--- config.mk ---
export PLATFORM = sky130hd
export DESIGN_NAME = alu_share_arbiter
export DESIGN_NICKNAME = d
export VERILOG_FILES = /design/src/rtl/alu_share_arbiter.sv
export SDC_FILE = /design/constraint.sdc
export NUM_CORES = 1
export LEC_CHECK = 0
export BUFFER_PORTS_ARGS = -buffer_cell sky130_fd_sc_hd__buf_4
export CAP_MARGIN = 20
export CORE_AREA = 2 2 128 130
export DETAILED_ROUTE_END_ITERATION = 8
export DIE_AREA = 0 0 130 132
export PLACE_DENSITY = 0.63
export SLEW_MARGIN = 15
export SYNTH_ARGS = -nofsm -noshare
export SYNTH_HDL_FRONTEND = slang
export SYNTH_SLANG_ARGS = --single-unit
--- constraint.sdc ---
create_clock -name clk -period 2.6 [get_ports clk]
set_clock_uncertainty 0.2 [all_clocks]
set_input_delay 0.13 -clock clk [delete_from_list [all_inputs] [get_ports clk]]
set_output_delay 0.13 -clock clk [all_outputs]
set_load 0.05 [all_outputs]
--- src/rtl/alu_share_arbiter.sv ---
// alu_share_arbiter
//   Shares one external combinational ALU between two requesters. Selection is
//   round-robin, ALU operands are registered and the result is registered.
//   Only one operation is in flight at a time: IDLE -> EXEC -> RESP -> IDLE.
// Ports
//   clk, reset                      clock, synchronous active-high reset
//   req{0,1}_valid/ready            request handshake (ready is combinational)
//   req{0,1}_ctr/_s/_t              ALU control code and operands per requester
//   rsp{0,1}_valid/ready/_result    response handshake and result per requester
//   alu_s, alu_t, alu_ctr           registered operands/control to the ALU
//   alu_result                      combinational ALU result
//   busy                            high while an operation is in EXEC or RESP
//   op_count                        completed responses, wraps modulo 2^CNT_W
module alu_share_arbiter #(
  parameter int unsigned DATA_W = 32,
  parameter int unsigned CTR_W  = 3,
  parameter int unsigned CNT_W  = 16
) (
  input  logic              clk,
  input  logic              reset,
  input  logic              req0_valid,
  output logic              req0_ready,
  input  logic [CTR_W-1:0]  req0_ctr,
  input  logic [DATA_W-1:0] req0_s,
  input  logic [DATA_W-1:0] req0_t,
  input  logic              req1_valid,
  output logic              req1_ready,
  input  logic [CTR_W-1:0]  req1_ctr,
  input  logic [DATA_W-1:0] req1_s,
  input  logic [DATA_W-1:0] req1_t,
  output logic              rsp0_valid,
  input  logic              rsp0_ready,
  output logic [DATA_W-1:0] rsp0_result,
  output logic              rsp1_valid,
  input  logic              rsp1_ready,
  output logic [DATA_W-1:0] rsp1_result,
  output logic [DATA_W-1:0] alu_s,
  output logic [DATA_W-1:0] alu_t,
  output logic [CTR_W-1:0]  alu_ctr,
  input  logic [DATA_W-1:0] alu_result,
  output logic              busy,
  output logic [CNT_W-1:0]  op_count
);

  typedef enum logic [1:0] {
    IDLE = 2'd0,
    EXEC = 2'd1,
    RESP = 2'd2
  } state_t;

  state_t            state, state_nxt;
  logic              ptr;        // requester favoured when both are valid
  logic              owner;      // requester of the operation in flight
  logic [DATA_W-1:0] result_q;
  logic              grant_valid;
  logic              grant;
  logic              accept;
  logic              rsp_take;

  // Round-robin choice between the currently valid requesters.
  always_comb begin
    grant_valid = 1'b0;
    grant       = 1'b0;
    if (req0_valid && req1_valid) begin
      grant_valid = 1'b1;
      grant       = ptr;
    end else if (req0_valid) begin
      grant_valid = 1'b1;
      grant       = 1'b0;
    end else if (req1_valid) begin
      grant_valid = 1'b1;
      grant       = 1'b1;
    end
  end

  // Next state and handshake outputs. Ready is suppressed while reset is
  // asserted so nothing appears accepted in a cycle that gets discarded.
  always_comb begin
    state_nxt  = state;
    accept     = 1'b0;
    rsp_take   = 1'b0;
    req0_ready = 1'b0;
    req1_ready = 1'b0;
    rsp0_valid = 1'b0;
    rsp1_valid = 1'b0;
    busy       = 1'b0;
    unique case (state)
      IDLE: begin
        accept     = grant_valid && !reset;
        req0_ready = accept && !grant;
        req1_ready = accept && grant;
        if (accept) state_nxt = EXEC;
      end
      EXEC: begin
        busy      = 1'b1;
        state_nxt = RESP;
      end
      RESP: begin
        busy       = 1'b1;
        rsp0_valid = !owner;
        rsp1_valid = owner;
        rsp_take   = owner ? rsp1_ready : rsp0_ready;
        if (rsp_take) state_nxt = IDLE;
      end
      default: state_nxt = IDLE;
    endcase
  end

  assign rsp0_result = result_q;
  assign rsp1_result = result_q;

  always_ff @(posedge clk) begin
    if (reset) begin
      state    <= IDLE;
      ptr      <= 1'b0;
      owner    <= 1'b0;
      result_q <= '0;
      alu_s    <= '0;
      alu_t    <= '0;
      alu_ctr  <= '0;
      op_count <= '0;
    end else begin
      state <= state_nxt;
      if (accept) begin
        owner   <= grant;
        alu_s   <= grant ? req1_s   : req0_s;
        alu_t   <= grant ? req1_t   : req0_t;
        alu_ctr <= grant ? req1_ctr : req0_ctr;
      end
      if (state == EXEC) result_q <= alu_result;
      if (rsp_take) begin
        op_count <= op_count + CNT_W'(1);
        ptr      <= ~owner;
      end
    end
  end

endmodule

==> flow_summary_export.csv <==
group,metric,value,unit
run_status,outcome,"completed",
finish,multi_input_area,2449,sq um
finish,layout_common_cells,"334 x buf_4, 168 x dlygate4sd3_1, 119 x dfxtp_1, 113 x nor2_1, 101 x mux2i_1",
finish,fin_cells,1227,
critical_path,setup.worst_path.class,"flop to flop",
yosys,synth-adder-area-share,1.198,%
critical_path,required,2720,ps
flow_run,maxCapViolCount,0,
critical_path,worstPathArrival,2430,ps
routing,vias,5797,
finish,fillCellCount,1232,
global_route,grt_pass1_vias,5965,
cts,cts_root_buffer,"clkbuf_16",
critical_path,start_kind,"flop",
finish,layout-drive-gt1-share,36.70,%
yosys,syn_area_per_cell,9.515,sq um
sta,max_slew.worst_pin.slew,830.3,ps
placement,placed_area,7657,sq um
yosys,synth_top_family_by_area,"multiplexers",
placement,placed_cells,1028,
power_and_ir_drop,power.density,669.3,nW/um^2
finish,nNetsFinal,1176,
power_and_ir_drop,p_leak,4.716,nW
placement,io_buffers,323,
sta,report.final.hold_viol_count,0,
sta,clock.fmax,0.4326,GHz
floorplan,die_h,132,um
floorplan,io_pins,324,
finish,stdcell_area,9940,sq um
finish,layout_commonest_cell,"buf_4",
routing,detail-route-antenna-nets,0,
routing,route.detailed.drc,0,
critical_path,worstPathMaxFanout,69,
cts,cts_buffers,17,
floorplan,die_x,130,um
cts,clk_pin_slew_worst_paths,50,ps
finish,n_antenna_cell,0,
finish,regArea,2382,sq um
yosys,syn_nets,726,
global_route,grt.total_usage,22.13,%
cts,post_cts_buffers,0,
min_path,hold_class,"input pin to flop",
cts,cts.sinks,119,
yosys,synth_top_area_share,45.60,%
placement,gp_congestion,0.7929,
global_route,grt_max_degree,77,
sta,slew_headroom,44.65,%
cts,clk_latency,410,ps
yosys,synth_compound_area_share,11.69,%
floorplan,start_util,33.25,%
sta,tns,0,ps
yosys,synth_warnings,0,
yosys,synth.cell_area,5224,sq um
yosys,netlist_instances,549,
global_route,grt-ovfl-total,0,
sta,period_share,88.90,%
placement,hpwl,12430,um
yosys,synthMuxAreaShare,19.57,%
routing,detail_route.vias_per_cell,4.725,
floorplan,rows,46,
sta,maxSlewViolCount,0,
routing,post_drt_wl_per_cell,15.83,um
routing,first_iter_violations,202,
yosys,yosysSeqAreaShare,45.60,%
sta,rsz0062_at_grt,"false",
placement,place_worst_setup_slack,389.9,ps
yosys,synth_top_area_cell,"dfxtp_1",
finish,area_growth,90.28,%
routing,wl,19420,um
routing,dr.pass1.iters,6,
sta,finalWorstSetupSlack,288.5,ps
global_route,antenna_found_initial,0,
yosys,yosys-top-cells-area,"dfxtp_1 46%, mux2i_1 19%, a211oi_1 9.6%",
floorplan,fp.coreArea,15710,sq um
yosys,synth-xor-area-share,1.509,%
floorplan,dieArea,17160,sq um
yosys,synth-simple-area-share,12.43,%
sta,layout_min_cycle_time,2312,ps
power_and_ir_drop,ir_drop,466.8,uV
cts,cts_tree,"done",
yosys,yosysUniqueCellTypes,32,
global_route,grt_pass1_wl,29730,um
cts,htreeDepth,4,
sta,finalSetupViolCount,0,
critical_path,cp-end-kind,"flop",
yosys,ys_ff_latch,119,
cts,clockBufferDepth,2,
routing by layer:
layer  GRT usage, %  wire (um)
met4          10.63        711
met5              0          0
met2          40.14      10080
met3          7.914       1494
met1          22.10       7135
worst paths after layout:
path,from,endpoint,slack (ps),cells past startpoint
max,ptr$_SDFFE_PP0P_,alu_s[21]$_SDFFE_PP0P_,290,5
min,req0_valid,state[0]$_SDFFE_PP0P_,30,5
min reg2reg,alu_s[1]$_SDFFE_PP0P_,alu_s[1]$_SDFFE_PP0P_,300,2
max reg2reg,ptr$_SDFFE_PP0P_,alu_s[21]$_SDFFE_PP0P_,290,5
worst max-delay path: stages (launching register included):
cell and delay, ps:
dfxtp_1 340, o21ai_4 180, buf_12 360, mux2i_1 160
dlygate4sd3_1 610, a211oi_1 250
power breakdown:
part	switching, mW	internal [mW]
Combinational	1.31	0.885
Sequential	0.114	2.00
Clock	0.820	1.53
Total	2.24	4.41
cell families after synthesis:
kind of cell | Yosys count
and+or+nand+nor | 151
muxes | 102
xor gates and xnor gates | 9
AOI/OAI and AO/OA | 86
DFF | 119
buffers and inverters | 77
adders and majority gates | 5
flip-flops by register name (all words and copies together) (netlist names):
signal / count
alu_s: 32
alu_t: 32
rsp0_result: 32
op_count: 16
alu_ctr: 3
state: 2
owner: 1
ptr: 1
Yosys cell counts:
master / number
a21oi_1: 10
nor2_1: 113
mux2i_1: 101
ha_1: 5
buf_4: 32
or3_1: 3
nor3b_1: 1
nand4_1: 7
a22oi_1: 2
and2_1: 2
dfxtp_1: 119
nand3_1: 5
nor2b_1: 1
buf_1: 5
and3_1: 2
nand2b_1: 1
buf_2: 7
a211oi_1: 67
mux2_2: 1
nor3_1: 3
or3b_2: 1
clkbuf_1: 29
o21ai_0: 2
o21ai_1: 2
xor2_1: 6
or4_1: 3
o31ai_1: 3
or4_4: 1
xnor2_1: 3
nand2_1: 7
inv_1: 4
and4_1: 1
cell type report:
cell class | instances | area share (%)
clock buffer | 24 | 5.048
inverter | 4 | 0.1511
sequential | 119 | 23.97
multi-input combinational | 353 | 24.63
timing repair buffer | 504 | 42.55
tap | 216 | 2.719
clock inverter | 7 | 0.9315
per-stage QoR:
stage / util [%] / power, mW / hold WS [ps]
CTS: 63.22 / 6.674 / 8.297
global placement: 48.73 / 4.051 / 168.8
detailed placement: 48.73 / 4.077 / 173.9
finish: 63.26 / 6.653 / 31.24
global route: 63.26 / 6.916 / 72.12
floorplan: - / 3.441 / 77.23
repair_timing:
action                                 4_1_cts  5_1_grt
hold buffers                               168        0
resized for setup                            0        1
endpoints found under the hold margin      101        0
setup endpoints to repair                    0        2
Note: power is estimated with default switching activity, not from simulation.
